==> src/rtl/sonar_scan_multi.sv <==
// Round-robin multi-channel HC-SR04 ranger: triggers one channel at a time, times its echo in us.
// Build option SONAR_ECHO_SYNC_EN adds a 2-flop echo synchroniser ahead of the edge detector.
module sonar_scan_multi #(
    parameter int unsigned NCH        = 6,
    parameter int unsigned CLK_MHZ    = 50,
    parameter int unsigned TRIG_US    = 10,
    parameter int unsigned TIMEOUT_US = 30000,
    parameter int unsigned GAP_US     = 2000,
    parameter int unsigned W          = 16
) (
    input  logic             clk,
    input  logic             rst,
    input  logic             enable,
    input  logic [NCH-1:0]   ch_mask,
    output logic [NCH-1:0]   trig,
    input  logic [NCH-1:0]   echo,
    output logic             upd,
    output logic [3:0]       upd_ch,
    output logic [W-1:0]     upd_val,
    output logic             upd_to,
    output logic [NCH*W-1:0] dist_flat,
    output logic             busy
);

    localparam int unsigned PreW   = (CLK_MHZ > 1) ? $clog2(CLK_MHZ) : 1;
    localparam int unsigned MaxUs0 = (TIMEOUT_US > GAP_US) ? TIMEOUT_US : GAP_US;
    localparam int unsigned MaxUs  = (MaxUs0 > TRIG_US) ? MaxUs0 : TRIG_US;
    localparam int unsigned UsW    = $clog2(MaxUs + 1);
    // All-ones is reserved for timeout, so a valid width saturates one below it.
    localparam logic [W-1:0] WidMax = {{(W-1){1'b1}}, 1'b0};

    typedef enum logic [2:0] {
        StIdle,
        StTrig,
        StWaitRise,
        StMeasure,
        StReport,
        StGap
    } state_e;

    state_e           state_q, state_d;
    logic [PreW-1:0]  pre_q, pre_d;
    logic [UsW-1:0]   us_q, us_d;
    logic [W-1:0]     wid_q, wid_d;
    logic [3:0]       ch_q, ch_d;
    logic [3:0]       upd_ch_q, upd_ch_d;
    logic [W-1:0]     upd_val_q, upd_val_d;
    logic             upd_to_q, upd_to_d;
    logic [NCH*W-1:0] dist_q, dist_d;

    logic [NCH-1:0]   echo_s_q, echo_prev_q;
    logic [NCH-1:0]   ch_oh;
    logic             tick, rise, fall;
    logic [3:0]       nxt_ch;
    logic             rep, rep_to;
    logic [W-1:0]     rep_val;

    // ---------------------------------------------------------------- echo capture
`ifdef SONAR_ECHO_SYNC_EN
    logic [NCH-1:0] echo_meta_q;

    always_ff @(posedge clk) begin
        if (rst) begin
            echo_meta_q <= '0;
            echo_s_q    <= '0;
        end else begin
            echo_meta_q <= echo;
            echo_s_q    <= echo_meta_q;
        end
    end
`else
    always_ff @(posedge clk) begin
        if (rst) begin
            echo_s_q <= '0;
        end else begin
            echo_s_q <= echo;
        end
    end
`endif

    always_ff @(posedge clk) begin
        if (rst) begin
            echo_prev_q <= '0;
        end else begin
            echo_prev_q <= echo_s_q;
        end
    end

    // ---------------------------------------------------------------- channel decode
    always_comb begin
        ch_oh = '0;
        for (int i = 0; i < NCH; i++) begin
            ch_oh[i] = (ch_q == 4'(i));
        end
    end

    // An echo that is already high on entry never produces a rise: a real edge is required.
    assign rise = |(echo_s_q & ~echo_prev_q & ch_oh);
    assign fall = |(~echo_s_q & echo_prev_q & ch_oh);
    assign tick = (pre_q == PreW'(CLK_MHZ - 1));

    // First set mask bit strictly after the current channel, wrapping modulo NCH.
    always_comb begin
        logic [4:0] idx;
        logic       found;
        logic       hit;
        nxt_ch = ch_q;
        idx    = '0;
        found  = 1'b0;
        hit    = 1'b0;
        for (int off = 1; off <= NCH; off++) begin
            idx = 5'(ch_q) + 5'(off);
            if (idx >= 5'(NCH)) begin
                idx = idx - 5'(NCH);
            end
            hit = |(ch_mask & (NCH'(1) << idx));
            if (!found && hit) begin
                nxt_ch = idx[3:0];
                found  = 1'b1;
            end
        end
    end

    // ---------------------------------------------------------------- FSM next state
    always_comb begin
        state_d   = state_q;
        pre_d     = tick ? '0 : pre_q + PreW'(1);
        us_d      = tick ? us_q + UsW'(1) : us_q;
        wid_d     = wid_q;
        ch_d      = ch_q;
        upd_ch_d  = upd_ch_q;
        upd_val_d = upd_val_q;
        upd_to_d  = upd_to_q;
        dist_d    = dist_q;
        rep       = 1'b0;
        rep_to    = 1'b0;
        rep_val   = '0;

        unique case (state_q)
            StIdle: begin
                if (enable && (|ch_mask)) begin
                    ch_d    = nxt_ch;
                    state_d = StTrig;
                end
            end
            StTrig: begin
                if (tick && (us_q == UsW'(TRIG_US - 1))) begin
                    state_d = StWaitRise;
                end
            end
            StWaitRise: begin
                if (rise) begin
                    wid_d   = '0;
                    state_d = StMeasure;
                end else if (tick && (us_q == UsW'(TIMEOUT_US - 1))) begin
                    rep     = 1'b1;
                    rep_to  = 1'b1;
                    rep_val = '1;
                end
            end
            StMeasure: begin
                if (tick && (wid_q != WidMax)) begin
                    wid_d = wid_q + W'(1);
                end
                if (fall) begin
                    rep     = 1'b1;
                    rep_val = wid_d;
                end else if (tick && (us_q == UsW'(TIMEOUT_US - 1))) begin
                    rep     = 1'b1;
                    rep_to  = 1'b1;
                    rep_val = '1;
                end
            end
            StReport: begin
                state_d = StGap;
            end
            StGap: begin
                if (tick && (us_q == UsW'(GAP_US - 1))) begin
                    state_d = StIdle;
                end
            end
            default: begin
                state_d = StIdle;
            end
        endcase

        // Result registers and dist_flat load together so they are visible alongside upd.
        if (rep) begin
            state_d   = StReport;
            upd_ch_d  = ch_q;
            upd_val_d = rep_val;
            upd_to_d  = rep_to;
            for (int i = 0; i < NCH; i++) begin
                if (ch_oh[i]) begin
                    dist_d[i*W +: W] = rep_val;
                end
            end
        end

        // The us counter keeps running into MEASURE so the timeout spans rise wait plus width.
        if (state_d != state_q) begin
            pre_d = '0;
            if (state_d != StMeasure) begin
                us_d = '0;
            end
        end
    end

    // ---------------------------------------------------------------- state registers
    always_ff @(posedge clk) begin
        if (rst) begin
            state_q   <= StIdle;
            pre_q     <= '0;
            us_q      <= '0;
            wid_q     <= '0;
            ch_q      <= 4'(NCH - 1);
            upd_ch_q  <= '0;
            upd_val_q <= '0;
            upd_to_q  <= 1'b0;
            dist_q    <= '1;
        end else begin
            state_q   <= state_d;
            pre_q     <= pre_d;
            us_q      <= us_d;
            wid_q     <= wid_d;
            ch_q      <= ch_d;
            upd_ch_q  <= upd_ch_d;
            upd_val_q <= upd_val_d;
            upd_to_q  <= upd_to_d;
            dist_q    <= dist_d;
        end
    end

    // ---------------------------------------------------------------- outputs
    always_comb begin
        trig = '0;
        if (state_q == StTrig) begin
            trig = ch_oh;
        end
        upd  = (state_q == StReport);
        busy = (state_q != StIdle);
    end

    assign upd_ch    = upd_ch_q;
    assign upd_val   = upd_val_q;
    assign upd_to    = upd_to_q;
    assign dist_flat = dist_q;

endmodule

==> config.mk <==
export PLATFORM = sky130hd
export DESIGN_NAME = sonar_scan_multi
export DESIGN_NICKNAME = d
export VERILOG_FILES = /design/src/rtl/sonar_scan_multi.sv
export SDC_FILE = /design/constraint.sdc
export NUM_CORES = 1
export LEC_CHECK = 0
export ABC_AREA = 1
export CAP_MARGIN = 20
export CORE_ASPECT_RATIO = 1.5
export CORE_MARGIN = 5
export CORE_UTILIZATION = 34
export DETAILED_ROUTE_END_ITERATION = 8
export DONT_BUFFER_PORTS = 1
export PLACE_DENSITY = 0.49
export SLEW_MARGIN = 40
export SYNTH_ARGS = -nofsm -noshare
export SYNTH_HDL_FRONTEND = slang
export SYNTH_SLANG_ARGS = --single-unit
export TNS_END_PERCENT = 10
==> constraint.sdc <==
create_clock -name clk -period 3.87 [get_ports clk]
set_input_delay 0.5805 -clock clk [delete_from_list [all_inputs] [get_ports clk]]
set_output_delay 0.5805 -clock clk [all_outputs]
set_load 0.02 [all_outputs]
* Yosys cells after proc, flatten, opt, wreduce, memory -nomap -nowiden
Cells that the tools add are included.
** Cells by class
- $add $sub $neg :: 15
- Order comparisons :: 6
- Eq/ne operators :: 18
- Shifts and indexed selects :: 6
- Multiplexer cells :: 40
- Bitwise operators :: 12
- Reduce and logical (&&, ||, !) cells :: 38
** Operator list (number)
- two-way mux 16 bit :: 5
- case mux 16 bit (2 select lines) :: 2
- AND 6 bit :: 10
- OR reduction 6 bit :: 9
- two-way mux 15 bit :: 3
- left shift 1 x 5 -> 6 bit, first input constant :: 6
- >= comparator 5 x 3 -> 1 bit, second input constant :: 6
- two-way mux 5 bit :: 6
- subtractor 5 x 3 -> 5 bit, second input constant :: 6
- two-way mux 4 bit :: 6
- case mux 3 bit (6 select lines) :: 1
- adder 16 x 1 -> 16 bit, second input constant :: 1
- != test 16 bit, second input constant :: 1
- adder 15 x 1 -> 15 bit, second input constant :: 1
- adder 4 x 3 -> 5 bit, second input constant :: 3
- equality test 15 x 11 -> 1 bit, second input constant :: 1
- equality test 15 bit, second input constant :: 1
- equality test 15 x 4 -> 1 bit, second input constant :: 1
- two-way mux 3 bit :: 5
- AND reduction 2 bit :: 7
- NOT 6 bit :: 2
- adder 4 x 2 -> 5 bit, second input constant :: 2
- logical AND 1 bit :: 10
- two-way mux 1 bit :: 9
- 22 further kinds :: 31
** Storage, ports and cells
- Register bits after elaboration :: 173
- Bits of input ports :: 15
- Logic and storage cells :: 151

* Depth between registers and ports, before layout
Gate-level depths: netlist of the first run.
- Depth after elaboration :: 23
- Mapped depth :: 25

* Worst setup path after synthesis of the first run
Ideal clock, no wire load.
- Kind :: register to register
- From :: register ch_q[0]
- To :: register ch_q[2]
- Library setup time :: 0.115 ns
- Data arrival time :: 2.848 ns
- Setup slack :: 0.907 ns
- Stages on the path, launching flop included :: 20
- Buffers on the path :: 1
- Path through :: dfxtp_1 -> buf_4 -> clkinv_1 -> ha_1 -> inv_1 -> ha_1 -> inv_1 -> nand3_1 -> o21ai_0 -> nand2_1 -> nand2_1 -> nand2_1 -> nand3_1 -> inv_1 -> nor2_2 -> nand4_1 -> nand2_2 -> a21oi_1 -> nand2_1 -> nand2_1
** Between the ends
- Longest elaborated chain between the ends :: 23
** Ends and longest elaborated chain
- start: declaration :: RTL line 45 : logic [3:0] ch_q, ch_d;
- start signal: assignment :: RTL line 216 : ch_q <= 4'(NCH - 1);
- start signal: assignment :: RTL line 226 : ch_q <= ch_d;
- adder 4 x 1 -> 5 bit :: RTL line 112 : idx = 5'(ch_q) + 5'(off);
- subtractor 5 x 3 -> 5 bit / >= comparator 5 x 3 -> 1 bit (equally long branches) :: RTL line 114, 113
- two-way mux 5 bit :: RTL line 113 : if (idx >= 5'(NCH)) begin
- left shift 1 x 5 -> 6 bit :: RTL line 116 : hit = |(ch_mask & (NCH'(1) << idx));
- AND 6 bit :: RTL line 116
- OR reduction 6 bit :: RTL line 116
- two-way mux 1 bit :: RTL line 117 : if (!found && hit) begin
- zero test 1 bit :: RTL line 117
- [... 7 more ...]
- two-way mux 1 bit :: RTL line 117
- zero test 1 bit :: RTL line 117
- logical AND 1 bit :: RTL line 117
- two-way mux 1 bit :: RTL line 117
- zero test 1 bit :: RTL line 117
- logical AND 1 bit :: RTL line 117
- nonzero test 6 bit (no source line)
- AND reduction 3 bit (no source line)
Several ways; a longest one is shown, not always the timed one. The select of a mux whose other input is x is not followed.
A chain may end at the register's enable or synchronous reset.

* Worst setup path in the final report of the first run
- From :: register ch_q[3]
- To :: register dist_q[50] (netlist: dist_flat[50])
** Between the ends
- Longest elaborated chain between the ends :: 6
** Ends and longest elaborated chain
- equality test 4 x 1 -> 1 bit, or another cell as far along :: RTL line 93 : ch_oh[i] = (ch_q == 4'(i));
- AND 6 bit (on tied branches) :: RTL line 99, 98
- OR reduction 6 bit (on tied branches) :: RTL line 99, 98
- two-way mux 1 bit (on tied branches) :: RTL line 165, 152
- case mux 1 bit (2 select lines) :: RTL line 139 : unique case (state_q)
- AND reduction 2 bit (no source line)
- end signal: assignment :: RTL line 230 : dist_q <= dist_d;
- end: declaration :: RTL line 49 : logic [NCH*W-1:0] dist_q, dist_d;
Several ways; a longest one is shown, not always the timed one.

==> results.json, run 1 <==
{
  "routed-via-count": 7437,
  "swShare": 0.3694,
  "cts_max_level": 4,
  "cts-root-buf": "clkbuf_16",
  "start_kind": "flip-flop",
  "core_sq_um": 24440,
  "syn_nets": 1200,
  "worstPathMaxFanout": 31,
  "synth_area_sq_um": 8419,
  "drv_slew": 0,
  "grt-ovfl-total": 0,
  "relSlewSlack": 0.5663,
  "fin_crit_sh": 0.9044,
  "drive_above_1_share": 0.1010,
  "skew_ps": 11.60,
  "critPathRequiredTime_ps": 4170,
  "finalSetupTns_ps": 0,
  "initial_core_util": 0.3445,
  "p_comb_frac": 0.339,
  "hold_viol": 0,
  "final_cells": 1482,
  "numCtsBuffers": 17,
  "clk_pin_slew_ps": 70,
  "first_pass_iters": 5,
  "fmax_ghz": 0.2857,
  "worstMarginPinSlew_ps": 649.6,
  "p_total_uw": 5541,
  "dr.first_iter.drc_count": 409,
  "cts.sink_count": 173,
  "hold_ws_ps": 247.7,
  "hp-class": "primary input to flip-flop",
  "drt_wl_total_um": 25480,
  "diodes": 0,
  "leakage_uw": 0.003626,
  "power_density_nw_per_um2": 594.8,
  "fp.dieW_um": 138.5,
  "place_congestion": 0.8825,
  "grt_pass1_wl_um": 40250,
  "clock_path_buffers": 2,
  "power.switching_uw": 2047,
  "clk_latency_ps": 440,
  "yosys_warnings": 0,
  "rows": 70,
  "grt_pass1_vias": 7057,
  "synth_top_area_cell": "dfxtp_1",
  "cts_tree": "done",
  "setup_viol": 0,
  "internal-power_uw": 3494,
  "areaGrowthSynthToFinish_pct": 10.64,
  "dp.cells": 1451,
  "hpwl_um": 18670,
  "critPathKind": "flip-flop to flip-flop",
  "synth_cell_type_count": 45,
  "endpoint_kind": "flip-flop",
  "io_buffers": 0,
  "p_seq_frac": 0.328,
  "period_needed_ps": 3500,
  "nets": 1187,
  "synth_seq_area_share": 0.4114,
  "rsz0062_at_grt": "no",
  "drc": 0,
  "synthCells": 1159,
  "yosys_register_bits": 173,
  "wl_per_cell_um": 17.19,
  "die-area_sq_um": 28080,
  "cp.arrival_ps": 3800,
  "yosys-top-cells-area": "dfxtp_1 (41%), nand2_1 (11%), a21oi_1 (8.9%), o21ai_0 (5.8%), nand3_1 (4.9%)",
  "synth_top_area_frac": 0.4114,
  "boundaryPins": 140,
  "maxCapViolations": 0,
  "cts_hold_buffers": 0,
  "clkPwrFrac": 0.333,
  "grt_antenna_before_repair": 0,
  "peakVddDrop_v": 0.0003568,
  "routed_via_density": 5.018,
  "syn-mean-instance-area_sq_um": 7.264,
  "die-height_um": 202.7,
  "detail-route-antenna-nets": 0,
  "grtUsageTotal": 0.1799,
  "grt_max_degree": 150,
  "post_cts_buffers": 0,
  "status": "finished clean"
}
-- critical path: stages, from the launching register on --
cell and delay, ps:
dfxtp_1 610, inv_2 220, ha_1 340, nand2_1 130, buf_4 140, nor3_1 50
nor3_1 170, nand2_1 130, nor2_2 180, a21oi_4 50, inv_2 480, nand2_2 490
a21oi_1 260, o21ai_0 90
-- Yosys cell counts, drive strengths merged --
library cell    n
a21boi          2
a21oi         161
a31o            1
a31oi           1
and3            1
buf            30
clkbuf         17
clkinv          2
dfxtp         173
ha             26
inv           108
nand2         259
nand3          88
nand3b          2
nand4          10
nor2           79
nor3           21
nor4            5
nor4b           1
o211ai          4
o21ai         124
o21bai          2
o22ai           2
o31ai           1
or2            14
xnor2           9
xor2           16
-- placed cells by master (no fill, tap or decap), types with 3 or more instances in the layout --
| master | netlist | routed |
|---|---|---|
| nand4_1 | 9 | 9 |
| nor3_1 | 20 | 19 |
| nand3_2 | 4 | 3 |
| nand2_1 | 243 | 243 |
| o21ai_0 | 97 | 97 |
| nor2_1 | 68 | 68 |
| nand2_2 | 16 | 16 |
| nand3_1 | 83 | 83 |
| o21ai_1 | 27 | 27 |
| a21oi_2 | 11 | 11 |
| inv_2 | 9 | 9 |
| ha_1 | 26 | 26 |
| buf_4 | 10 | 15 |
| nor2_2 | 10 | 10 |
| o211ai_1 | 4 | 4 |
| dfxtp_1 | 173 | 173 |
| nor4_1 | 5 | 5 |
| a21oi_1 | 149 | 149 |
| xor2_1 | 16 | 16 |
| inv_6 | 0 | 3 |
| inv_1 | 99 | 99 |
| clkbuf_16 | 0 | 17 |
| xnor2_1 | 9 | 9 |
| bufinv_16 | 0 | 4 |
| or2_2 | 12 | 12 |
-- metal layers --
| layer | vias to the layer above | track usage | part of all wire |
|---|---|---|---|
| met1 | 3439 | 0.2059 | 0.41 |
| met3 | 23 | 0.04877 | 0.060 |
| met4 | 0 | 0.05085 | 0.014 |
| met5 | - | 0 | 0 |
| met2 | 160 | 0.3277 | 0.52 |
| li1 | 3815 | - | - |
-- timing repair --
item                                    CTS  global route
endpoints found under the setup margin    0             6
gates resized for setup                   0             1
hold endpoints to repair                  0             0
-- worst paths after layout --
path	from	cells past startpoint	slack, ps	end
worst max register to register	ch_q[3]$_SDFFE_PP0P_	13	370	dist_flat[50]$_SDFFE_PP1P_
worst min-delay path	echo[0]	2	250	echo_s_q[0]$_SDFF_PP0_
worst max-delay path	ch_q[3]$_SDFFE_PP0P_	13	370	dist_flat[50]$_SDFFE_PP1P_
worst min register to register	echo_s_q[2]$_SDFF_PP0_	2	440	echo_prev_q[2]$_SDFF_PP0_
-- power by group through the flow --
stage          Combinational (uW)  Clock, uW  Sequential, uW
5_1_grt                      2120       1980            1820
3_3_place_gp                 1860          0            1860
3_5_place_dp                 1870          0            1860
6_report                     1880       1850            1820
2_1_floorplan                1450          0            1860
4_1_cts                      1880       1890            1820
-- state kept, by name (all words and copies together) (netlist names), 3 cells and up --
signal,cells
upd_ch,4
upd_val,16
ch_q,4
dist_flat,96
echo_s_q,6
state_q,3
pre_q,6
us_q,15
wid_q,16
echo_prev_q,6
-- layout make-up --
class	count	area, sq um
Inverter	110	414.1
Timing Repair Buffer	15	112.6
Tap cell	324	405.4
Sequential cell	173	3463
Fill cell	2595	15120
Clock buffer	17	425.4
Clock inverter	14	206.4
Multi-Input combinational cell	829	4288
-- through the flow --
| step | instance area, sq um | setup WS [ps] | util |
|---|---|---|---|
| after floorplan | 8419 | 907.3 | - |
| after detailed placement | 8671 | 318.5 | 0.3548 |
| final | 9315 | 370.1 | 0.3812 |
| after global placement | 8671 | 342.4 | 0.3548 |
| after CTS | 9303 | 304.4 | 0.3807 |
| after global routing | 9315 | 44.67 | 0.3812 |
-- cell families after synthesis --
logic type / Yosys count / synth area share
AOI/OAI and AO/OA: 298 / 0.1870
adders and majority gates: 26 / 0.03864
xor gates and xnor gates: 25 / 0.02601
DFF: 173 / 0.4114
and+or+nand+nor: 480 / 0.2562
buffers and inverters: 157 / 0.08084
Power figures use the tool's default switching activity.
==> inputs of run 2 (changes only) <==
PLACE_DENSITY = default   (was 0.49)
==> results.json, run 2 (same netlist as run 1, synthesis figures left out) <==
{
  "r2r_slack_ps": 460,
  "grt_antenna_before_repair": 0,
  "setup_viol": 0,
  "initial_core_util": 0.3445,
  "critPathRequiredTime_ps": 4170,
  "cts-root-buf": "clkbuf_16",
  "worstPathMaxFanout": 29,
  "layout_commonest_cell": "nand2_1",
  "hpwl_um": 18290,
  "skew_ps": 13.74,
  "clk_latency_ps": 440,
  "fill_cells": 2567,
  "crit-reg2reg-capture": "dist_flat[72]$_SDFFE_PP1P_",
  "grt_max_degree": 150,
  "boundaryPins": 140,
  "drv_slew": 0,
  "fin_crit_sh": 0.8805,
  "grt_pass1_wl_um": 38670,
  "ctsResizeCount": 0,
  "r2r-start": "ch_q[2]$_SDFFE_PP1P_",
  "layout_common_cells": "nand2_1 (243), dfxtp_1 (173), a21oi_1 (149)",
  "hp-class": "primary input to flip-flop",
  "routed_via_density": 5.027,
  "period_needed_ps": 3408,
  "detail-route-antenna-nets": 0,
  "areaGrowthSynthToFinish_pct": 9.541,
  "worstMarginPinSlew_ps": 713.9,
  "die-height_um": 202.7,
  "reg2reg_depth": 14,
  "power_density_nw_per_um2": 580.6,
  "die-area_sq_um": 28080,
  "hold_ws_ps": 224.1,
  "grt_pass1_vias": 6956,
  "cts_tree": "done",
  "endpoint_kind": "flip-flop",
  "post_cts_buffers": 0,
  "finalSetupTns_ps": 0,
  "clk_pin_slew_ps": 80,
  "fmax_ghz": 0.2935,
  "dr.first_iter.drc_count": 530,
  "core_sq_um": 24440,
  "first_pass_iters": 7,
  "drive_above_1_share": 0.09784,
  "crit_start": "ch_q[2]$_SDFFE_PP1P_",
  "rsz0062_at_grt": "no",
  "io_buffers": 0,
  "critical_path.endpoint": "dist_flat[72]$_SDFFE_PP1P_",
  "grt-ovfl-total": 0,
  "place_congestion": 0.8536,
  "cp.arrival_ps": 3710,
  "largest_reg_flops": 96,
  "rows": 70,
  "hold_viol": 0,
  "diodes": 0,
  "start_kind": "flip-flop",
  "leakage_uw": 0.003578,
  "relSlewSlack": 0.5241,
  "peakVddDrop_v": 0.0002667,
  "status": "finished clean",
  "fp.dieW_um": 138.5,
  "cts_max_level": 4,
  "multi_input_area_sq_um": 4280,
  "wl_per_cell_um": 16.76,
  "drt_wl_total_um": 24790,
  "cts_hold_buffers": 0,
  "routed-via-count": 7435,
  "final_core_util": 0.3774,
  "nets": 1183,
  "regArea_sq_um": 3463,
  "maxCapViolations": 0,
  "drc": 0,
  "cts.sink_count": 173,
  "critPathKind": "flip-flop to flip-flop",
  "grtUsageTotal": 0.1726,
  "clock_path_buffers": 2,
  "numCtsBuffers": 17
}
[run 2: cell types whose count changed in the layout (fill, tap and decap cells not counted), sizes merged]
cell / change
clkinvlp: +1
clkbuf: +1
inv: +3
bufinv: -3
clkinv: -1
buf: -4
[run 2: area by class of cell]
type	count	area share
clock buffers	18	0.04653
multi-input cells	829	0.4641
repair buffers	11	0.008954
well taps	324	0.04396
clock inverters	14	0.01601
inverters	110	0.04491
flip-flops and latches	173	0.3755
[run 2: through the flow]
step	setup slack [ps]	instances	cell area [sq um]	power (uW)
floorplan	907.3	1159	8419	3309
global placement	574.5	1447	8641	3666
detailed placement	438.4	1447	8646	3688
CTS	410.2	1479	9223	5385
global route	15.17	1479	9223	5725
finish	462.4	1479	9223	5355
[run 2: report_power, final]
group	internal (uW)	leakage, uW	switching, uW	total, uW
Clock	912	0.000274	779	1690
Sequential	1800	0.00140	25.1	1820
Combinational	586	0.00190	1250	1840
Total	3300	0.00358	2060	5350
[run 2: worst max-delay path, stage by stage, from the launching register on]
cell     delay (ps)
dfxtp_1         580
inv_2           210
ha_1            320
nand2_1         190
inv_2            60
nand3_1          70
o31ai_1          90
nor2_1           90
nand2_1          80
nor2_2          180
a21oi_4          70
inv_2           410
nand3_2         540
a21oi_1         290
o21ai_0         100
[run 2: how the worst min path moves through the flow]
| stage | start | depth (start not counted) | slack (ps) | end |
|---|---|---|---|---|
| final | rst | 1 | 220 | echo_s_q[1]$_SDFF_PP0_ |
| after global routing | rst | 1 | 210 | echo_s_q[1]$_SDFF_PP0_ |
| after CTS | rst | 1 | 200 | echo_s_q[1]$_SDFF_PP0_ |
| after detailed placement | echo_s_q[2]$_SDFF_PP0_ | 2 | 440 | echo_prev_q[2]$_SDFF_PP0_ |
| after global placement | echo_s_q[2]$_SDFF_PP0_ | 2 | 430 | echo_prev_q[2]$_SDFF_PP0_ |
| after floorplan | echo_s_q[2]$_SDFF_PP0_ | 2 | 420 | echo_prev_q[2]$_SDFF_PP0_ |
[run 2: layer usage]
metal  share of wire  routed length [um]  vias to the layer above  track usage
li1                -                   -                     3804            -
met1            0.40                9805                     3423       0.1863
met2            0.51               12600                      181       0.3160
met3           0.076                1874                       27      0.05726
met4           0.021                 509                        0      0.05685
met5               0                   0                        -            0
